--- src/rtl/controle_pkg.sv ---
// Shared definitions for the multicycle control unit and the ALU it drives:
// FSM states, opcode/funct fields, ALU operation codes and datapath mux encodings.
package controle_pkg;

    typedef enum logic [3:0] {
        S_RESET,
        FETCH,
        DECODE,
        MEMADR,
        MEMREAD,
        MEMWB,
        MEMWRITE,
        EXECUTE,
        ALUWB,
        BRANCH,
        ADDIEXEC,
        ADDIWB,
        JUMP
    } state_t;

    // ALUOp chosen by the FSM; FUNCT defers the choice to the R-type funct field
    typedef enum logic [1:0] {
        ALUOP_ADD   = 2'b00,
        ALUOP_SUB   = 2'b01,
        ALUOP_FUNCT = 2'b10
    } aluop_t;

    localparam logic [5:0] OP_RTYPE = 6'b000000;
    localparam logic [5:0] OP_LW    = 6'b100011;
    localparam logic [5:0] OP_SW    = 6'b101011;
    localparam logic [5:0] OP_BEQ   = 6'b000100;
    localparam logic [5:0] OP_ADDI  = 6'b001000;
    localparam logic [5:0] OP_J     = 6'b000010;

    localparam logic [5:0] FUNCT_ADD = 6'b100000;
    localparam logic [5:0] FUNCT_SUB = 6'b100010;
    localparam logic [5:0] FUNCT_AND = 6'b100100;
    localparam logic [5:0] FUNCT_OR  = 6'b100101;
    localparam logic [5:0] FUNCT_SLT = 6'b101010;

    localparam logic [2:0] ULA_ADD = 3'b000;
    localparam logic [2:0] ULA_SUB = 3'b001;
    localparam logic [2:0] ULA_AND = 3'b010;
    localparam logic [2:0] ULA_OR  = 3'b011;
    localparam logic [2:0] ULA_SLT = 3'b101;

    localparam logic [1:0] SRCB_REGB  = 2'b00;
    localparam logic [1:0] SRCB_ONE   = 2'b01;
    localparam logic [1:0] SRCB_IMM   = 2'b10;

    localparam logic [1:0] PCSRC_ALU    = 2'b00;
    localparam logic [1:0] PCSRC_ALUOUT = 2'b01;
    localparam logic [1:0] PCSRC_JUMP   = 2'b10;

endpackage

--- src/rtl/unidade_controle_if.sv ---
// Control bundle between the control unit (master) and the IR/datapath/ALU side (slave).
interface unidade_controle_if;

    logic [5:0] Op;
    logic [5:0] Funct;
    logic       Z;
    logic [2:0] UlaControl;
    logic       UlaSrcA;
    logic [1:0] UlaSrcB;
    logic [1:0] PCSrc;
    logic       PCEn;
    logic       IorD;
    logic       MemWrite;
    logic       IRWrite;
    logic       RegWrite;
    logic       RegDst;
    logic       MemtoReg;
    logic       Ilegal;

    modport master (
        input  Op, Funct, Z,
        output UlaControl, UlaSrcA, UlaSrcB, PCSrc, PCEn, IorD,
               MemWrite, IRWrite, RegWrite, RegDst, MemtoReg, Ilegal
    );

    modport slave (
        output Op, Funct, Z,
        input  UlaControl, UlaSrcA, UlaSrcB, PCSrc, PCEn, IorD,
               MemWrite, IRWrite, RegWrite, RegDst, MemtoReg, Ilegal
    );

endinterface

--- src/rtl/ula_decoder.sv ---
// Combinational ALU decoder: maps ALUOp plus the R-type funct field to an ALU code.
// An unknown funct yields ADD and raises funct_illegal so the FSM can abort the write-back.
module ula_decoder
    import controle_pkg::*;
(
    input  aluop_t     alu_op,
    input  logic [5:0] funct,
    output logic [2:0] ula_control,
    output logic       funct_illegal
);

    always_comb begin
        ula_control   = ULA_ADD;
        funct_illegal = 1'b0;
        unique case (alu_op)
            ALUOP_ADD: ula_control = ULA_ADD;
            ALUOP_SUB: ula_control = ULA_SUB;
            ALUOP_FUNCT: begin
                unique case (funct)
                    FUNCT_ADD: ula_control = ULA_ADD;
                    FUNCT_SUB: ula_control = ULA_SUB;
                    FUNCT_AND: ula_control = ULA_AND;
                    FUNCT_OR:  ula_control = ULA_OR;
                    FUNCT_SLT: ula_control = ULA_SLT;
                    default:   funct_illegal = 1'b1;
                endcase
            end
            default: ula_control = ULA_ADD;
        endcase
    end

endmodule

--- src/rtl/unidade_controle.sv ---
// Moore FSM sequencing fetch/decode/execute/memory/write-back for the 8-bit multicycle CPU.
// Outputs are decoded straight from state_q so reset clears them without a clock edge.
module unidade_controle
    import controle_pkg::*;
(
    input  logic              clk,
    input  logic              rst_n,
    unidade_controle_if.master bus
);

    state_t     state_q, state_d;
    aluop_t     alu_op;
    logic [2:0] ula_control;
    logic       funct_illegal;
    logic       op_illegal;

    logic       ula_src_a;
    logic [1:0] ula_src_b;
    logic [1:0] pc_src;
    logic       pc_en;
    logic       ior_d;
    logic       mem_write;
    logic       ir_write;
    logic       reg_write;
    logic       reg_dst;
    logic       mem_to_reg;
    logic       ilegal;

    ula_decoder u_ula_decoder (
        .alu_op        (alu_op),
        .funct         (bus.Funct),
        .ula_control   (ula_control),
        .funct_illegal (funct_illegal)
    );

    always_ff @(posedge clk or negedge rst_n) begin
        if (!rst_n) state_q <= S_RESET;
        else        state_q <= state_d;
    end

    assign op_illegal = !(bus.Op inside {OP_RTYPE, OP_LW, OP_SW, OP_BEQ, OP_ADDI, OP_J});

    always_comb begin
        state_d    = state_q;
        alu_op     = ALUOP_ADD;
        ula_src_a  = 1'b0;
        ula_src_b  = SRCB_REGB;
        pc_src     = PCSRC_ALU;
        pc_en      = 1'b0;
        ior_d      = 1'b0;
        mem_write  = 1'b0;
        ir_write   = 1'b0;
        reg_write  = 1'b0;
        reg_dst    = 1'b0;
        mem_to_reg = 1'b0;
        ilegal     = 1'b0;

        unique case (state_q)
            S_RESET: state_d = FETCH;
            FETCH: begin
                ir_write  = 1'b1;
                ula_src_b = SRCB_ONE;
                pc_en     = 1'b1;
                state_d   = DECODE;
            end
            // The ALU is otherwise idle here, so it precomputes PC + offset for beq
            DECODE: begin
                ula_src_b = SRCB_IMM;
                ilegal    = op_illegal;
                unique case (bus.Op)
                    OP_LW, OP_SW: state_d = MEMADR;
                    OP_RTYPE:     state_d = EXECUTE;
                    OP_BEQ:       state_d = BRANCH;
                    OP_ADDI:      state_d = ADDIEXEC;
                    OP_J:         state_d = JUMP;
                    default:      state_d = FETCH;
                endcase
            end
            MEMADR: begin
                ula_src_a = 1'b1;
                ula_src_b = SRCB_IMM;
                state_d   = (bus.Op == OP_LW) ? MEMREAD : MEMWRITE;
            end
            MEMREAD: begin
                ior_d   = 1'b1;
                state_d = MEMWB;
            end
            MEMWB: begin
                mem_to_reg = 1'b1;
                reg_write  = 1'b1;
                state_d    = FETCH;
            end
            MEMWRITE: begin
                ior_d     = 1'b1;
                mem_write = 1'b1;
                state_d   = FETCH;
            end
            EXECUTE: begin
                ula_src_a = 1'b1;
                alu_op    = ALUOP_FUNCT;
                ilegal    = funct_illegal;
                state_d   = funct_illegal ? FETCH : ALUWB;
            end
            ALUWB: begin
                reg_dst   = 1'b1;
                reg_write = 1'b1;
                state_d   = FETCH;
            end
            BRANCH: begin
                ula_src_a = 1'b1;
                alu_op    = ALUOP_SUB;
                pc_src    = PCSRC_ALUOUT;
                pc_en     = bus.Z;
                state_d   = FETCH;
            end
            ADDIEXEC: begin
                ula_src_a = 1'b1;
                ula_src_b = SRCB_IMM;
                state_d   = ADDIWB;
            end
            ADDIWB: begin
                reg_write = 1'b1;
                state_d   = FETCH;
            end
            JUMP: begin
                pc_src  = PCSRC_JUMP;
                pc_en   = 1'b1;
                state_d = FETCH;
            end
            default: state_d = S_RESET;
        endcase
    end

    assign bus.UlaControl = ula_control;
    assign bus.UlaSrcA    = ula_src_a;
    assign bus.UlaSrcB    = ula_src_b;
    assign bus.PCSrc      = pc_src;
    assign bus.PCEn       = pc_en;
    assign bus.IorD       = ior_d;
    assign bus.MemWrite   = mem_write;
    assign bus.IRWrite    = ir_write;
    assign bus.RegWrite   = reg_write;
    assign bus.RegDst     = reg_dst;
    assign bus.MemtoReg   = mem_to_reg;
    assign bus.Ilegal     = ilegal;

endmodule

--- src/flat_wrapper.sv ---
// flat-port wrapper written by rule: the top's interface ports become plain ports
module unidade_controle_flat import controle_pkg::*;
  (clk, rst_n, bus_Op, bus_Funct, bus_Z, bus_UlaControl, bus_UlaSrcA, bus_UlaSrcB, bus_PCSrc, bus_PCEn, bus_IorD, bus_MemWrite, bus_IRWrite, bus_RegWrite, bus_RegDst, bus_MemtoReg, bus_Ilegal);
  unidade_controle_if bus_i ();
  input  logic clk;
  input  logic rst_n;
  input wire logic [$bits(bus_i.Op)-1:0] bus_Op;
  input wire logic [$bits(bus_i.Funct)-1:0] bus_Funct;
  input wire logic [$bits(bus_i.Z)-1:0] bus_Z;
  output wire logic [$bits(bus_i.UlaControl)-1:0] bus_UlaControl;
  output wire logic [$bits(bus_i.UlaSrcA)-1:0] bus_UlaSrcA;
  output wire logic [$bits(bus_i.UlaSrcB)-1:0] bus_UlaSrcB;
  output wire logic [$bits(bus_i.PCSrc)-1:0] bus_PCSrc;
  output wire logic [$bits(bus_i.PCEn)-1:0] bus_PCEn;
  output wire logic [$bits(bus_i.IorD)-1:0] bus_IorD;
  output wire logic [$bits(bus_i.MemWrite)-1:0] bus_MemWrite;
  output wire logic [$bits(bus_i.IRWrite)-1:0] bus_IRWrite;
  output wire logic [$bits(bus_i.RegWrite)-1:0] bus_RegWrite;
  output wire logic [$bits(bus_i.RegDst)-1:0] bus_RegDst;
  output wire logic [$bits(bus_i.MemtoReg)-1:0] bus_MemtoReg;
  output wire logic [$bits(bus_i.Ilegal)-1:0] bus_Ilegal;
  assign bus_i.Op = bus_Op;
  assign bus_i.Funct = bus_Funct;
  assign bus_i.Z = bus_Z;
  assign bus_UlaControl = bus_i.UlaControl;
  assign bus_UlaSrcA = bus_i.UlaSrcA;
  assign bus_UlaSrcB = bus_i.UlaSrcB;
  assign bus_PCSrc = bus_i.PCSrc;
  assign bus_PCEn = bus_i.PCEn;
  assign bus_IorD = bus_i.IorD;
  assign bus_MemWrite = bus_i.MemWrite;
  assign bus_IRWrite = bus_i.IRWrite;
  assign bus_RegWrite = bus_i.RegWrite;
  assign bus_RegDst = bus_i.RegDst;
  assign bus_MemtoReg = bus_i.MemtoReg;
  assign bus_Ilegal = bus_i.Ilegal;
  unidade_controle u_core (.clk(clk), .rst_n(rst_n), .bus(bus_i));
endmodule
--- config.mk ---
export PLATFORM = sky130hd
export DESIGN_NAME = unidade_controle_flat
export DESIGN_NICKNAME = d
export VERILOG_FILES = /design/src/rtl/controle_pkg.sv /design/src/rtl/unidade_controle_if.sv /design/src/rtl/ula_decoder.sv /design/src/rtl/unidade_controle.sv /design/src/flat_wrapper.sv
export SDC_FILE = /design/constraint.sdc
export NUM_CORES = 1
export LEC_CHECK = 0
export CORE_UTILIZATION = 35
export DETAILED_ROUTE_END_ITERATION = 6
export HOLD_SLACK_MARGIN = 0.02
export PLACE_DENSITY = 0.71
export SYNTH_ARGS = -nofsm -noshare
export SYNTH_HDL_FRONTEND = slang
export SYNTH_SLANG_ARGS = --single-unit
--- constraint.sdc ---
create_clock -name clk -period 5.2 [get_ports clk]
set_input_delay 1.04 -clock clk [delete_from_list [all_inputs] [get_ports clk]]
set_output_delay 1.04 -clock clk [all_outputs]
set_load 0.01 [all_outputs]
==> impl_metrics.env, run 1 <==
export IMPL_port_buffers=30
export IMPL_clockRootBuffer="clkbuf_4"
export IMPL_ys_flop_type="dfrtp_1"
export IMPL_r2r_start="u_core.state_q[0]"
export IMPL_synthArstFlopShare=1.00
export IMPL_globalRoute_totalOverflow=0
export IMPL_power_density_nw_per_um2=401
export IMPL_path_max_fanout=5
export IMPL_fin_crit_ns=3.74
export IMPL_antenna_found_initial=0
export IMPL_p_leak_nw=0.349
export IMPL_syn_cell_area_sq_um=621
export IMPL_core_area_sq_um=1580
export IMPL_cts_setup_buffers=0
export IMPL_drt_iter0_drc=22
export IMPL_rsz0062_at_grt="no"
export IMPL_cp_required_ns=4.16
export IMPL_worst_setup_path_start_kind="input port"
export IMPL_clockBufferDepth=2
export IMPL_area_growth_pct=46.8
export IMPL_setup_slack_ns=1.46
export IMPL_finalHoldViolations=0
export IMPL_synth_compound_area_share=0.256
export IMPL_drv_cap=0
export IMPL_worstSetupPathType="in2out"
export IMPL_crit_slowest_cell="clkdlybuf4s50_1"
export IMPL_drt_first_pass_iters=7
export IMPL_die_area_sq_um=1950
export IMPL_wl_per_cell_um=11.1
export IMPL_cts_repair_resized=0
export IMPL_violations="design-rule violations"
export IMPL_numClockSinks=4
export IMPL_synth_edff_count=0
export IMPL_avgSynthCellArea_sq_um=6.75
export IMPL_synth_top_family_by_area="simple AND/OR/NAND/NOR gates"
export IMPL_skew_ns=0.00167
export IMPL_fin_crit_sh=0.719
export IMPL_ios=31
export IMPL_seq_area_sq_um=100
export IMPL_ys_seq_area_frac=0.161
export IMPL_drive_gt1_frac=0.0424
export IMPL_synth_yosys_warnings=0
export IMPL_fmax_ghz=0.267
export IMPL_slew_headroom=0.626
export IMPL_initial_core_util=0.394
export IMPL_gp_congestion=0.850
export IMPL_vias_per_cell=5.37
export IMPL_critPathArrivalTime_ns=2.70
export IMPL_grt_pass1_wl_mm=2.62
export IMPL_cts_tree="done"
export IMPL_max_stage_delay_ns=0.56
export IMPL_multi_input_area_sq_um=449
export IMPL_wirelength_mm=1.49
export IMPL_tightest_slew_ns=0.561
export IMPL_grt_pass1_vias=635
export IMPL_synthAdderAreaFrac=0.0605
export IMPL_yosysUniqueCellTypes=35
export IMPL_cts_buffers=3
export IMPL_final_util=0.578
export IMPL_place_ws_ns=1.47
export IMPL_yosys_area_share_simple=0.349
export IMPL_yosys_area_share_xor_xnor=0.0423
export IMPL_insertion_delay_ns=0.23
export IMPL_setup_tns_ns=0
export IMPL_crit_top_cell="clkdlybuf4s50_1"
export IMPL_vdd_drop_max_mv=0.149
export IMPL_via_count=720
export IMPL_synth_seq_cells=4
export IMPL_die_w_um=44.1
export IMPL_drv_slew=0
export IMPL_n_antenna_cell=0
export IMPL_ctsHoldBuffers=0
export IMPL_cp_end_kind="primary output"
export IMPL_die_y_um=44.1
export IMPL_num_rows=14
export IMPL_cts_htree_levels=1
export IMPL_startpoint="bus_Funct[2]"
export IMPL_grt_usage=0.173
export IMPL_syn_nets=110
export IMPL_setup_viol=0
export IMPL_syn_inst=92
export IMPL_largest_reg_flops=4
export IMPL_path_cells="clkdlybuf4s50_1 > nand2b_1 > a31oi_1 > inv_1 > o21ai_1 > clkdlybuf4s50_1"
export IMPL_dp_hpwl_mm=1.13
export IMPL_regMostFlops="u_core.state_q"
export IMPL_largest_registers="u_core.state_q x4"
export IMPL_drc=1
export IMPL_hp_class="reg2reg"
export IMPL_drtAntennaViolNets=0
export IMPL_muxShareOfSynthArea=0.0161
export IMPL_grt_max_degree=20
export IMPL_num_nets_final=138
export IMPL_clkTransAtPathRegs_ns=0.04
export IMPL_status="complete, but fails checks"
export IMPL_hold_start="u_core.state_q[2]"
export IMPL_fillers=164
[power by group]
part,switching [mW],internal [mW],total (mW)
Combinational,0.0994,0.134,0.234
Sequential,0.0498,0.0443,0.0941
Clock,0.0121,0.0258,0.0379
[layout make-up]
type / instances / area share
clock buffer: 3 / 0.0247
inverter: 5 / 0.0206
multi-input combinational: 76 / 0.493
sequential: 4 / 0.110
tap: 16 / 0.0220
timing repair buffer: 30 / 0.330
[critical path: cells and delay by family]
kind / cells / cell delay, ns
and+or+nand+nor: 1 / 0.17
AOI/OAI and AO/OA: 2 / 0.40
buffers and inverters: 3 / 1.09
[synthesized netlist by cell type, types with 3 or more instances]
master / count / area share
nand3_1: 4 / 0.032
inv_1: 4 / 0.024
nor3_1: 7 / 0.056
a21oi_1: 9 / 0.073
buf_6: 3 / 0.054
ha_1: 3 / 0.060
o21ai_1: 3 / 0.024
nor2_1: 12 / 0.073
nand2b_1: 6 / 0.060
dfrtp_1: 4 / 0.16
nand2_1: 8 / 0.048
[placed cells by master, fill, tap and decap left out]
master            n
a211oi_2          1
a21o_1            1
a21oi_1           9
a2bb2oi_1         1
a311oi_1          1
a31oi_1           1
and2b_1           1
clkbuf_4          3
clkdlybuf4s50_1  30
dfrtp_1           4
ha_1              3
inv_1             4
inv_2             1
mux2i_1           1
nand2_1           8
nand2b_1          6
nand3_1           4
nand4b_1          1
nor2_1           12
nor2b_1           2
nor3_1            7
nor3b_1           1
o2111ai_1         1
o211ai_1          2
o21a_1            1
o21ai_0           2
o21ai_1           3
o21bai_1          1
o22ai_1           1
or2_1             1
or3_1             1
xnor2_1           1
xor2_1            2
[path summary, 6_finish.rpt]
check	end	slack [ns]	cells after the start
setup / recovery	bus_Ilegal	1.46	6
hold / removal	u_core.state_q[1]	0.64	1
setup reg to reg	u_core.state_q[0]	3.30	7
hold reg to reg	u_core.state_q[1]	0.64	1
max in group asynchronous	u_core.state_q[1]	4.02	1
min in group asynchronous	u_core.state_q[0]	1.01	1
[metrics by stage]
step / instances / power, mW / instance area [sq um] / hold WS [ns]
after detailed placement: 131 / 0.328 / 888 / 0.631
after floorplan: 92 / 0.244 / 621 / 0.526
after global placement: 131 / 0.329 / 888 / 0.635
final: 134 / 0.366 / 911 / 0.640
after global routing: 134 / 0.401 / 911 / 0.693
after CTS: 134 / 0.369 / 911 / 0.638
[per-layer routing]
metal	vias up	share of wire	global-route usage
li1	375	-	-
met1	318	0.45	0.218
met2	27	0.47	0.294
met3	0	0.072	0.0490
met4	0	0	0.0364
met5	-	0	0
[kinds of logic after synthesis]
| group | after synthesis |
|---|---|
| simple gates | 44 |
| compound gates | 25 |
| buf+inv | 12 |
| flops | 4 |
| xor+xnor | 3 |
| fa+ha+maj | 3 |
| mux | 1 |
No activity file was read; power rests on OpenSTA's default activity.
==> inputs of run 2 (changes only) <==
- clock period: 5.2 -> 3.9 ns (I/O delays scaled with it)
==> run 2 against run 1 <==
Against the previous run: the flow still finishes with violations (design-rule violations); total power rose by 34%; combinational power grew 33%; non-clock buffer count is the same; sequential share of layout area did not move; flip-flop and latch count stayed put.
==> impl_metrics.env, run 2 (synthesized netlist as in run 1, its figures left out) <==
export IMPL_status="complete, but fails checks"
export IMPL_violations="design-rule violations"
export IMPL_p_leak_nw=0.349
export IMPL_drt_first_pass_iters=7
export IMPL_fin_crit_sh=0.848
export IMPL_setup_tns_ns=0
export IMPL_num_nets_final=138
export IMPL_final_util=0.578
export IMPL_die_w_um=44.1
export IMPL_finalHoldViolations=0
export IMPL_multi_input_area_sq_um=449
export IMPL_ctsHoldBuffers=0
export IMPL_n_antenna_cell=0
export IMPL_dp_hpwl_mm=1.12
export IMPL_clkTransAtPathRegs_ns=0.04
export IMPL_wl_per_cell_um=10.9
export IMPL_drt_iter0_drc=24
export IMPL_clockRootBuffer="clkbuf_4"
export IMPL_path_max_fanout=11
export IMPL_port_buffers=30
export IMPL_fmax_ghz=0.303
export IMPL_startpoint="u_core.state_q[2]"
export IMPL_cts_buffers=3
export IMPL_cts_htree_levels=1
export IMPL_vdd_drop_max_mv=0.217
export IMPL_area_growth_pct=46.8
export IMPL_grt_max_degree=20
export IMPL_cts_tree="done"
export IMPL_num_rows=14
export IMPL_insertion_delay_ns=0.24
export IMPL_worstSetupPathType="reg2out"
export IMPL_seq_area_sq_um=100
export IMPL_drive_gt1_frac=0.0424
export IMPL_power_mw=0.489
export IMPL_skew_ns=0.00464
export IMPL_fin_crit_ns=3.31
export IMPL_hold_start="u_core.state_q[2]"
export IMPL_cts_setup_buffers=0
export IMPL_die_y_um=44.1
export IMPL_rrSetupSlack_ns=2.01
export IMPL_drv_slew=0
export IMPL_r2r_worst_path_cells=7
export IMPL_vias_per_cell=5.40
export IMPL_drc=3
export IMPL_cp_required_ns=3.12
export IMPL_drtAntennaViolNets=0
export IMPL_crit_end="bus_Ilegal"
export IMPL_ios=31
export IMPL_globalRoute_totalOverflow=0
export IMPL_grt_pass1_vias=637
export IMPL_largest_registers="u_core.state_q x4"
export IMPL_largest_reg_flops=4
export IMPL_grt_usage=0.170
export IMPL_numClockSinks=4
export IMPL_hp_class="reg2reg"
export IMPL_clockBufferDepth=2
export IMPL_mostFrequentLayoutCells="30 x clkdlybuf4s50_1, 12 x nor2_1, 9 x a21oi_1"
export IMPL_grt_pass1_wl_mm=2.53
export IMPL_via_count=724
export IMPL_timing_hold_ws_ns=0.631
export IMPL_drv_cap=0
export IMPL_r2r_end="u_core.state_q[0]"
export IMPL_critPathArrivalTime_ns=2.53
export IMPL_tightest_slew_ns=0.544
export IMPL_regMostFlops="u_core.state_q"
export IMPL_dpl_instance_area_sq_um=888
export IMPL_slew_headroom=0.638
export IMPL_wirelength_mm=1.47
export IMPL_gp_congestion=0.850
export IMPL_die_area_sq_um=1950
export IMPL_rsz0062_at_grt="no"
export IMPL_core_area_sq_um=1580
export IMPL_worst_setup_path_start_kind="flip-flop"
export IMPL_power_density_nw_per_um2=536
export IMPL_r2r_start="u_core.state_q[0]"
export IMPL_cp_end_kind="primary output"
export IMPL_initial_core_util=0.394
export IMPL_fin_area_sq_um=911
export IMPL_fillers=152
export IMPL_final_common_cell="clkdlybuf4s50_1"
export IMPL_cts_repair_resized=0
export IMPL_antenna_found_initial=0
export IMPL_setup_viol=0
-- run 2: cell counts in the layout (fill, tap and decap cells not counted) --
Identical to the previous run, type by type.
-- run 2: final cells by class --
class / instances / share of cell area
timing repair buffer: 30 / 0.330
multi-input combinational: 76 / 0.493
tap: 16 / 0.0220
sequential: 4 / 0.110
inverter: 5 / 0.0206
clock buffer: 3 / 0.0247
-- run 2: how the worst min path moves through the flow --
| stage | to | slack (ns) | depth (start not counted) |
|---|---|---|---|
| after CTS | u_core.state_q[1] | 0.64 | 1 |
| final | u_core.state_q[1] | 0.63 | 1 |
| after floorplan | u_core.state_q[0] | 0.48 | 0 |
| after global routing | u_core.state_q[1] | 0.68 | 1 |
| after global placement | u_core.state_q[1] | 0.63 | 1 |
| after detailed placement | u_core.state_q[1] | 0.63 | 1 |
-- run 2: through the flow --
stage / std cells / setup slack (ns)
CTS: 134 / 0.553
floorplan: 92 / 1.55
detailed placement: 131 / 0.689
global route: 134 / 0.356
global placement: 131 / 0.699
finish: 134 / 0.595
-- run 2: critical path: stages (launching register included) --
cell and delay, ns:
dfrtp_1 0.52, nor2b_1 0.26, nand3_1 0.22, inv_1 0.11, ha_1 0.16, inv_1 0.04, a31oi_1 0.24, inv_1 0.07
o21ai_1 0.11, clkdlybuf4s50_1 0.56
-- run 2: routing by layer --
| metal | share of wire | GRT usage | vias up |
|---|---|---|---|
| li1 | - | - | 374 |
| met2 | 0.48 | 0.282 | 28 |
| met1 | 0.44 | 0.200 | 319 |
| met5 | 0 | 0 | - |
| met4 | 0.015 | 0.0848 | 0 |
| met3 | 0.066 | 0.0449 | 3 |
-- run 2: power by group --
group / total [mW] / internal [mW] / switching [mW]
Sequential: 0.124 / 0.0591 / 0.0650
Combinational: 0.311 / 0.179 / 0.132
Clock: 0.0530 / 0.0345 / 0.0185
Total: 0.489 / 0.273 / 0.216
